## src/rtl/gps_ack_peak_if.sv

```systemverilog
// Bundles the correlator bin stream, the search strobe and the result
// handshake of gps_ack_peak. The correlator/allocator side uses the master
// modport; the post-processor uses the slave modport.
interface gps_ack_peak_if #(
   parameter int CNT_W = 16
);
   logic                corr_complete;
   logic [5:0]          sat0;
   logic [9:0]          code_phase;
   logic signed [15:0]  doppler_omega;
   logic [15:0]         integrator_0;
   logic                search_complete;

   logic                res_valid;
   logic                res_ready;
   logic [5:0]          res_sat;
   logic [9:0]          res_code_phase;
   logic signed [15:0]  res_doppler;
   logic [15:0]         res_peak;
   logic [CNT_W-1:0]    res_count;
   logic                res_detected;
   logic [15:0]         res_second;
   logic                overflow;

   modport master (
      output corr_complete, sat0, code_phase, doppler_omega, integrator_0,
             search_complete, res_ready,
      input  res_valid, res_sat, res_code_phase, res_doppler, res_peak,
             res_count, res_detected, res_second, overflow
   );

   modport slave (
      input  corr_complete, sat0, code_phase, doppler_omega, integrator_0,
             search_complete, res_ready,
      output res_valid, res_sat, res_code_phase, res_doppler, res_peak,
             res_count, res_detected, res_second, overflow
   );
endinterface

```

## src/rtl/gps_ack_peak.sv

```systemverilog
// Acquisition post-processor: tracks the strongest correlation bin and the
// noise-floor sum of the current search, then issues one detection record
// per search over a valid/ready handshake.
// Optional feature: define GPS_ACK_PEAK_SECOND_EN to also track a second
// peak (res_second); otherwise res_second is tied to zero.
//
// state   | meaning
// --------+-------------------------------------------------------------
// COLLECT | idle between records; a search_complete takes the snapshot
// MUL     | register peak*cnt*16 and THRESH*sum
// DECIDE  | compare products, load result record, raise res_valid
// HOLD    | record presented, wait for res_valid & res_ready
module gps_ack_peak #(
   parameter logic [7:0] THRESH = 8'd40,
   parameter int         CNT_W  = 16
) (
   input  logic          clk,
   input  logic          rst,
   gps_ack_peak_if.slave bus
);

   typedef enum logic [1:0] {COLLECT, MUL, DECIDE, HOLD} state_t;

   state_t state_q, state_d;
   logic   snap_take;
   logic   snap_drop;
   logic   handshake;

   logic [15:0]       peak_q, peak_n;
   logic [9:0]        peak_cp_q, peak_cp_n;
   logic [15:0]       peak_dop_q, peak_dop_n;
   logic [5:0]        sat_lat_q, sat_lat_n;
   logic [31:0]       sum_q, sum_n;
   logic [CNT_W-1:0]  cnt_q, cnt_n;

   logic [15:0]       snap_peak;
   logic [9:0]        snap_cp;
   logic [15:0]       snap_dop;
   logic [5:0]        snap_sat;
   logic [31:0]       snap_sum;
   logic [CNT_W-1:0]  snap_cnt;

   logic [39:0]       lhs_q, rhs_q;

   logic              res_valid_q;
   logic [5:0]        res_sat_q;
   logic [9:0]        res_cp_q;
   logic [15:0]       res_dop_q;
   logic [15:0]       res_peak_q;
   logic [CNT_W-1:0]  res_cnt_q;
   logic              res_det_q;
   logic              overflow_q;

   assign handshake = res_valid_q & bus.res_ready;

   // state register
   always_ff @(posedge clk) begin
      if (rst) state_q <= COLLECT;
      else     state_q <= state_d;
   end

   // next-state decode; a search closed outside COLLECT is dropped
   always_comb begin
      state_d   = state_q;
      snap_take = 1'b0;
      snap_drop = bus.search_complete && (state_q != COLLECT);
      case (state_q)
         COLLECT: begin
            if (bus.search_complete) begin
               snap_take = 1'b1;
               state_d   = MUL;
            end
         end
         MUL:    state_d = DECIDE;
         DECIDE: state_d = HOLD;
         HOLD:   if (handshake) state_d = COLLECT;
         default: state_d = COLLECT;
      endcase
   end

   // accumulator update for this cycle's bin; strict compare keeps first of ties
   always_comb begin
      peak_n     = peak_q;
      peak_cp_n  = peak_cp_q;
      peak_dop_n = peak_dop_q;
      sat_lat_n  = sat_lat_q;
      sum_n      = sum_q;
      cnt_n      = cnt_q;
      if (bus.corr_complete) begin
         sum_n     = sum_q + 32'(bus.integrator_0);
         cnt_n     = (&cnt_q) ? cnt_q : cnt_q + CNT_W'(1);
         sat_lat_n = bus.sat0;
         if (bus.integrator_0 > peak_q) begin
            peak_n     = bus.integrator_0;
            peak_cp_n  = bus.code_phase;
            peak_dop_n = bus.doppler_omega;
         end
      end
   end

   // accumulators clear on every search_complete so the next search starts clean
   always_ff @(posedge clk) begin
      if (rst || bus.search_complete) begin
         peak_q     <= '0;
         peak_cp_q  <= '0;
         peak_dop_q <= '0;
         sat_lat_q  <= '0;
         sum_q      <= '0;
         cnt_q      <= '0;
      end else begin
         peak_q     <= peak_n;
         peak_cp_q  <= peak_cp_n;
         peak_dop_q <= peak_dop_n;
         sat_lat_q  <= sat_lat_n;
         sum_q      <= sum_n;
         cnt_q      <= cnt_n;
      end
   end

   // snapshot includes a bin arriving in the same cycle as search_complete
   always_ff @(posedge clk) begin
      if (rst) begin
         snap_peak <= '0;
         snap_cp   <= '0;
         snap_dop  <= '0;
         snap_sat  <= '0;
         snap_sum  <= '0;
         snap_cnt  <= '0;
      end else if (snap_take) begin
         snap_peak <= peak_n;
         snap_cp   <= peak_cp_n;
         snap_dop  <= peak_dop_n;
         snap_sat  <= sat_lat_n;
         snap_sum  <= sum_n;
         snap_cnt  <= cnt_n;
      end
   end

   // threshold products, registered to keep the multipliers off the compare path
   always_ff @(posedge clk) begin
      if (rst) begin
         lhs_q <= '0;
         rhs_q <= '0;
      end else if (state_q == MUL) begin
         lhs_q <= (40'(snap_peak) * 40'(snap_cnt)) << 4;
         rhs_q <= 40'(THRESH) * 40'(snap_sum);
      end
   end

   // result record: loaded only on DECIDE->HOLD, held until accepted
   always_ff @(posedge clk) begin
      if (rst) begin
         res_valid_q <= 1'b0;
         res_sat_q   <= '0;
         res_cp_q    <= '0;
         res_dop_q   <= '0;
         res_peak_q  <= '0;
         res_cnt_q   <= '0;
         res_det_q   <= 1'b0;
      end else if (state_q == DECIDE) begin
         res_valid_q <= 1'b1;
         res_sat_q   <= snap_sat;
         res_cp_q    <= snap_cp;
         res_dop_q   <= snap_dop;
         res_peak_q  <= snap_peak;
         res_cnt_q   <= snap_cnt;
         res_det_q   <= (snap_cnt != '0) && (lhs_q >= rhs_q);
      end else if (handshake) begin
         res_valid_q <= 1'b0;
      end
   end

   // sticky drop flag, cleared only by reset
   always_ff @(posedge clk) begin
      if (rst)            overflow_q <= 1'b0;
      else if (snap_drop) overflow_q <= 1'b1;
   end

`ifdef GPS_ACK_PEAK_SECOND_EN
   logic [15:0] second_q, second_n;
   logic [15:0] snap_second;
   logic [15:0] res_second_q;
   logic [9:0]  cp_dist;
   logic        cp_far;

   assign cp_dist = (bus.code_phase > peak_cp_q) ? (bus.code_phase - peak_cp_q)
                                                 : (peak_cp_q - bus.code_phase);
   assign cp_far  = cp_dist > 10'd2;

   // a displaced best far enough away becomes second; otherwise far bins compete
   always_comb begin
      second_n = second_q;
      if (bus.corr_complete) begin
         if (bus.integrator_0 > peak_q) begin
            if (cp_far) second_n = peak_q;
         end else if (cp_far && (bus.integrator_0 > second_q)) begin
            second_n = bus.integrator_0;
         end
      end
   end

   // second-peak accumulator, snapshot and result register
   always_ff @(posedge clk) begin
      if (rst) begin
         second_q     <= '0;
         snap_second  <= '0;
         res_second_q <= '0;
      end else begin
         second_q <= bus.search_complete ? 16'd0 : second_n;
         if (snap_take)          snap_second  <= second_n;
         if (state_q == DECIDE)  res_second_q <= snap_second;
      end
   end

   assign bus.res_second = res_second_q;
`else
   assign bus.res_second = '0;
`endif

   assign bus.res_valid      = res_valid_q;
   assign bus.res_sat        = res_sat_q;
   assign bus.res_code_phase = res_cp_q;
   assign bus.res_doppler    = res_dop_q;
   assign bus.res_peak       = res_peak_q;
   assign bus.res_count      = res_cnt_q;
   assign bus.res_detected   = res_det_q;
   assign bus.overflow       = overflow_q;

endmodule

```

## src/flat_wrapper.sv

```systemverilog
// flat-port wrapper written by rule: the top's interface ports become plain ports
module gps_ack_peak_flat 
#(
   parameter logic [7:0] THRESH = 8'd40,
   parameter int         CNT_W  = 16
)
  (clk, rst, bus_corr_complete, bus_sat0, bus_code_phase, bus_doppler_omega, bus_integrator_0, bus_search_complete, bus_res_ready, bus_res_valid, bus_res_sat, bus_res_code_phase, bus_res_doppler, bus_res_peak, bus_res_count, bus_res_detected, bus_res_second, bus_overflow);
  gps_ack_peak_if #(.CNT_W(CNT_W)) bus_i ();
  input  logic clk;
  input  logic rst;
  input wire logic [$bits(bus_i.corr_complete)-1:0] bus_corr_complete;
  input wire logic [$bits(bus_i.sat0)-1:0] bus_sat0;
  input wire logic [$bits(bus_i.code_phase)-1:0] bus_code_phase;
  input wire logic [$bits(bus_i.doppler_omega)-1:0] bus_doppler_omega;
  input wire logic [$bits(bus_i.integrator_0)-1:0] bus_integrator_0;
  input wire logic [$bits(bus_i.search_complete)-1:0] bus_search_complete;
  input wire logic [$bits(bus_i.res_ready)-1:0] bus_res_ready;
  output wire logic [$bits(bus_i.res_valid)-1:0] bus_res_valid;
  output wire logic [$bits(bus_i.res_sat)-1:0] bus_res_sat;
  output wire logic [$bits(bus_i.res_code_phase)-1:0] bus_res_code_phase;
  output wire logic [$bits(bus_i.res_doppler)-1:0] bus_res_doppler;
  output wire logic [$bits(bus_i.res_peak)-1:0] bus_res_peak;
  output wire logic [$bits(bus_i.res_count)-1:0] bus_res_count;
  output wire logic [$bits(bus_i.res_detected)-1:0] bus_res_detected;
  output wire logic [$bits(bus_i.res_second)-1:0] bus_res_second;
  output wire logic [$bits(bus_i.overflow)-1:0] bus_overflow;
  assign bus_i.corr_complete = bus_corr_complete;
  assign bus_i.sat0 = bus_sat0;
  assign bus_i.code_phase = bus_code_phase;
  assign bus_i.doppler_omega = bus_doppler_omega;
  assign bus_i.integrator_0 = bus_integrator_0;
  assign bus_i.search_complete = bus_search_complete;
  assign bus_i.res_ready = bus_res_ready;
  assign bus_res_valid = bus_i.res_valid;
  assign bus_res_sat = bus_i.res_sat;
  assign bus_res_code_phase = bus_i.res_code_phase;
  assign bus_res_doppler = bus_i.res_doppler;
  assign bus_res_peak = bus_i.res_peak;
  assign bus_res_count = bus_i.res_count;
  assign bus_res_detected = bus_i.res_detected;
  assign bus_res_second = bus_i.res_second;
  assign bus_overflow = bus_i.overflow;
  gps_ack_peak #(.THRESH(THRESH), .CNT_W(CNT_W)) u_core (.clk(clk), .rst(rst), .bus(bus_i));
endmodule
```

## config.mk

```make
export PLATFORM = sky130hd
export DESIGN_NAME = gps_ack_peak_flat
export DESIGN_NICKNAME = d
export VERILOG_FILES = /design/src/rtl/gps_ack_peak_if.sv /design/src/rtl/gps_ack_peak.sv /design/src/flat_wrapper.sv
export SDC_FILE = /design/constraint.sdc
export NUM_CORES = 1
export LEC_CHECK = 0
export ABC_AREA = 1
export CORE_AREA = 2 2 262 264
export DETAILED_ROUTE_END_ITERATION = 10
export DIE_AREA = 0 0 264 266
export PLACE_DENSITY = 0.55
export SETUP_SLACK_MARGIN = 0.2
export SLEW_MARGIN = 0
export SYNTH_ARGS = -nofsm -noshare
export SYNTH_HDL_FRONTEND = slang
export SYNTH_SLANG_ARGS = --single-unit
```

## constraint.sdc

```tcl
create_clock -name clk -period 6.25 [get_ports clk]
set_input_delay 0.9375 -clock clk [delete_from_list [all_inputs] [get_ports clk]]
set_output_delay 0.9375 -clock clk [all_outputs]
set_load 0.005 [all_outputs]
```

; Yosys cells after proc, flatten, opt, wreduce, memory -nomap -nowiden
; Index checks and enable logic that the tools add are counted.
[op_classes]
muxes = 17
n_addsub = 2
bitwise = 1
n_eq_ne = 5
reduce_logical = 9
n_lt_le_gt_ge = 2
mul = 2
[op_table]
columns = operator, count
row1 = 16-bit two-way mux, 6
row2 = 36-bit by 38-bit greater-or-equal comparator with 1-bit output, 1
row3 = "3-bit by 32-bit multiplier with 35-bit output, first input constant", 1
row4 = 32-bit by 16-bit adder with 32-bit output, 1
row5 = 16-bit by 16-bit multiplier with 32-bit output, 1
row6 = 32-bit two-way mux, 1
row7 = 10-bit two-way mux, 2
row8 = "16-bit by 1-bit adder with 16-bit output, second input constant", 1
row9 = 16-bit > comparator, 1
row10 = 16-bit AND reduction, 1
row11 = 16-bit nonzero test, 1
row12 = 2-bit case mux with 4 select lines, 1
row13 = 6-bit two-way mux, 1
row14 = "2-bit equality test, second input constant", 2
row15 = 1-bit two-way mux, 4
row16 = 2-bit two-way mux, 2
row17 = 2-bit nonzero test, 2
row18 = "2-bit by 1-bit equality test with 1-bit output, second input constant", 1
row19 = 1-bit logical AND, 2
row20 = 2-bit logical NOT, 1
row21 = "2-bit by 1-bit inequality test with 1-bit output, second input constant", 1
row22 = "2-bit inequality test, second input constant", 1
row23 = 2-bit AND reduction, 1
row24 = 1-bit bitwise AND, 1
row25 = 1-bit logical OR, 1
[word_totals]
regBits = 328
elab_cells = 61
inputBits = 53
output_inout_bits = 83

; Longest topological paths before layout
; Gate-level depths: netlist (run 1).
[depth]
word_depth = 3
depth_mapped = 29
ltp_nobuf = 27

; Worst setup path before layout (run 1)
; OpenSTA, ideal clock, no wires.
[synth_path]
kind = flip-flop to flip-flop
from = register u_core.snap_cnt[1]
to = register u_core.lhs_q[18]
path_stages_with_launch = 21
n_path_buf = 2
setup_time_ps = 115
setup_slack_ps = 839
period_less_slack_ps = 5411
required_time_ps = 6135
t_arrival_ps = 5296
path_cell_list = dfxtp_1 clkbuf_1 buf_1 nand2_1 fa_1 fa_1 fa_1 inv_1 fa_1 fa_1 inv_1 fa_1 inv_1 ha_1 nand2_1 inv_1 a21oi_1 nand3_1 xor2_1 o21ai_0 inv_1
[synth_between]
elab_chain_cells = 1
[synth_rtl]
columns = item, line_no
row1 = start: declaration, gps_ack_peak.sv:41  ; logic [CNT_W-1:0] snap_cnt;
row2 = start signal: assignment, gps_ack_peak.sv:135  ; snap_cnt <= cnt_n;
row3 = 16-bit by 16-bit multiplier with 32-bit output, gps_ack_peak.sv:145  ; lhs_q <= (40'(snap_peak) * 40'(snap_cnt)) << 4;
row4 = end signal: assignment, gps_ack_peak.sv:145
row5 = end: declaration, gps_ack_peak.sv:43  ; logic [39:0] lhs_q, rhs_q;
; No other way between the ends.
; A chain may end at the register's enable or synchronous reset.

; Final worst setup path (run 1)
[layout_path]
from = register u_core.snap_peak[3]
to = register u_core.lhs_q[20]
[layout_between]
elab_chain_cells = 1
[layout_rtl]
columns = item, line_no
row1 = start: declaration, gps_ack_peak.sv:36  ; logic [15:0] snap_peak;
row2 = start signal: assignment, gps_ack_peak.sv:130  ; snap_peak <= peak_n;
row3 = 16-bit by 16-bit multiplier with 32-bit output, gps_ack_peak.sv:145
; No other way between the ends.

==> results of run 1 <==
layer usage:
metal / GRT usage [%] / vias to the layer above
met1: 33.16 / 10790
met5: 0 / -
li1: - / 11980
met2: 35.15 / 495
met4: 5.098 / 0
met3: 2.819 / 74
synthesized netlist by cell type:
cell      number
xnor2_1        6
nor3_1        33
inv_2          5
o21bai_1       8
mux2i_1        8
buf_4         16
clkbuf_1     139
nor4_2         1
or2_2          1
nand3_1      243
nor2_1       293
conb_1         1
ha_1         233
fa_1         196
a22oi_1        1
nor2_2         2
a21oi_1      324
o21ai_0      170
nand3b_1       9
nor4_1         5
a21boi_0       1
nor3_2         3
o31ai_1        1
inv_1        814
xor2_2         1
nand2_2        4
nand3_2        1
a31oi_2        1
and3_1         2
xor2_1        34
nand4_1       41
o21a_1         5
and2_1         2
dfxtp_1      328
nand2_1      909
o211ai_1       3
o22ai_1        1
buf_2         11
a31oi_1        2
buf_1         17
a21o_1         5
buf_6          1
power by group:
part / switching, mW / internal [mW]
Combinational: 3.01 / 1.79
Clock: 0.995 / 1.46
Sequential: 0.528 / 2.60
flip-flops by register name (all words and copies together), names as in the netlist, 32 cells and up:
register / count
u_core.lhs_q: 32
u_core.rhs_q: 35
u_core.snap_sum: 32
u_core.sum_q: 32
stage by stage:
stage	hold WS, ns	instances
after global placement	0.4433	4756
after detailed placement	0.4466	4756
after global routing	0.4651	4826
after CTS	0.4547	4826
after floorplan	0.4333	3896
final	0.4537	4826
worst max-delay path, stage by stage, from the launching register on:
cell,delay (ns)
dfxtp_1,0.49
buf_4,0.27
nand2_1,0.06
inv_1,0.05
fa_1,0.53
inv_1,0.05
fa_1,0.46
fa_1,0.42
fa_1,0.55
inv_1,0.05
fa_1,0.47
inv_1,0.05
fa_1,0.52
inv_1,0.04
ha_1,0.35
nand2_1,0.18
nor2_1,0.39
nand2_1,0.09
nand2_1,0.15
nand2_1,0.07
nand2_1,0.10
nor2_1,0.05
o21ai_0,0.14
inv_1,0.05
cell type report:
| class | count | area, µm² |
|---|---|---|
| clock inverters | 19 | 256.5 |
| clock buffers | 51 | 1134 |
| inverters | 819 | 3079 |
| repair buffers | 162 | 1519 |
| multi-input cells | 2565 | 16430 |
| fillers | 7203 | 37650 |
| flip-flops and latches | 328 | 6581 |
| well taps | 882 | 1104 |
timing repair:
action | CTS | global route
setup buffers | 0 | 0
hold endpoints to repair | 0 | 0
endpoints found under the setup margin | 0 | 18
hold buffers | 0 | 0
gates resized for setup | 0 | 12
worst min path at each step:
stage	start	slack (ns)	cells past startpoint	endpoint
final	u_core.snap_dop[3]	0.45	2	u_core.bus.res_doppler[3]
after CTS	u_core.snap_dop[3]	0.45	2	u_core.bus.res_doppler[3]
after floorplan	u_core.rhs_q[3]	0.43	2	u_core.rhs_q[3]
after global routing	u_core.snap_dop[3]	0.47	2	u_core.bus.res_doppler[3]
after detailed placement	u_core.snap_dop[3]	0.45	2	u_core.bus.res_doppler[3]
after global placement	u_core.snap_cp[3]	0.44	2	u_core.bus.res_code_phase[3]
kinds of logic (layout without fill, tap and decap cells):
logic type      Yosys count  in the layout  share of synthesized area [%]
simple gates           1549           1549                          23.81
buf+inv                1003           1051                          14.38
compound gates          522            522                          10.03
fa+ha+maj               429            429                          25.56
flops                   328            328                          24.54
xor+xnor                 41             41                          1.370
mux                       8              8                         0.2993
other cells               1             16                        0.01402
==> flow_summary.yaml, run 1 <==
status:
  status: "finished, final reports clean"
worst_setup_path:
  startpoint: "u_core.snap_peak[3]"
  crit_fanout: 9
  worstReg2RegEnd: "u_core.lhs_q[20]"
  crit_end: "u_core.lhs_q[20]"
  r2r_cells: 23
  cp.required_ns: 6.71
  critPathLaunchType: "flop"
  critical_path_arrival_ns: 6.18
  path_class: "flop to flop"
  endpoint_kind: "flop"
  reg2reg_slack_ns: 0.53
  r2r-start: "u_core.snap_peak[3]"
layout:
  layout_commonest_cell: "nand2_1"
  drive_gt1_share_pct: 3.778
  finish.utilization_pct: 44.43
  finalNetCount: 4398
  diodes: 0
  final_cell_area_um2: 30100
  final_cell_mix: "nand2_1 (908), inv_1 (811), a21oi_1 (324)"
  area.growth.synth_to_final_pct: 12.50
yosys:
  syn_inst: 3881
  ys_seq_elements: 328
  ys.warnings.count: 0
  netlist_area_um2: 26760
  yosysTopAreaCell: "dfxtp_1"
  synth_top_area_share_pct: 24.54
  ys_seq_area_share_pct: 24.54
  synth_cell_types: 42
  synth_area_leaders: "dfxtp_1 (25%), fa_1 (15%), nand2_1 (13%), inv_1 (11%), ha_1 (11%)"
  avgSynthCellArea_um2: 6.894
sta:
  period_share_pct: 91.53
  slew_headroom_pct: 28.04
  rsz0062_at_grt: "false"
  hold_violations: 0
  finClkSkew_ns: 0.02847
  slew_viol_final: 0
  setup_tns_ns: 0
  min_period_ns: 5.721
  tightest_slew_ns: 1.079
  worst_slack_ns: 0.5294
  setup_viol: 0
  fmaxAchievable_mhz: 174.8
cts:
  cts_tree: "done"
  cts_sinks: 328
  cts_made_buffers: 40
  cts-root-buf: "clkbuf_16"
  clockBufferDepth: 3
  clk_latency_ns: 0.58
  path_clk_slew_ns: 0.06
  h-tree-depth: 2
floorplanning:
  die_w_um: 264
  io-pin-count: 136
  coreArea_um2: 67750
  std_cell_rows: 96
  die_height_um: 266
  die_area_um2: 70220
  start_util_pct: 39.49
worst_hold_path:
  hp-class: "flop to flop"
route:
  via_per_inst: 4.835
  drt_iter0_markers: 1402
  routed.top_layer: "met4"
  post_drt_wl_per_cell_um: 16.49
  wirelength_mm: 79.57
  wl_met2_mm: 34.42
  final_antenna_net_count: 0
  first_pass_iters: 5
  wl_met3_mm: 3.758
  wl_met1_mm: 39.92
  route.detailed.drc: 0
  route.vias.total: 23340
global_routing:
  antenna_found_initial: 1
  grt.total_usage_pct: 22.55
  grt_pass1_wl_mm: 125.4
  grt_max_degree: 108
  gr-total-overflow: 0
  grt_pass1_vias: 22300
power_and_ir_drop:
  p_leak_nw: 15.92
  powerDensity_nw_per_um2: 345.1
  ir_drop_mv: 0.2190
  total_power_mw: 10.39
place:
  dp_hpwl_mm: 61.06
  routabilityCongestion: 0.9218
  dpl-instance-area_um2: 28690
  port_buffers: 119
  place_ws_ns: 0.3391
job:
  drv_cap: 0
(Power assumes the default switching activity.)
==> inputs of run 2 (changes only) <==
--- a/config.mk
+++ b/config.mk
@@ -9,6 +9,7 @@
 export CORE_AREA = 2 2 262 264
 export DETAILED_ROUTE_END_ITERATION = 10
 export DIE_AREA = 0 0 264 266
+export HOLD_SLACK_MARGIN = 0.06
 export PLACE_DENSITY = 0.55
 export SETUP_SLACK_MARGIN = 0.2
 export SLEW_MARGIN = 0
==> results of run 2 <==
Final layout, timing and power as in run 1 (identical DEF).
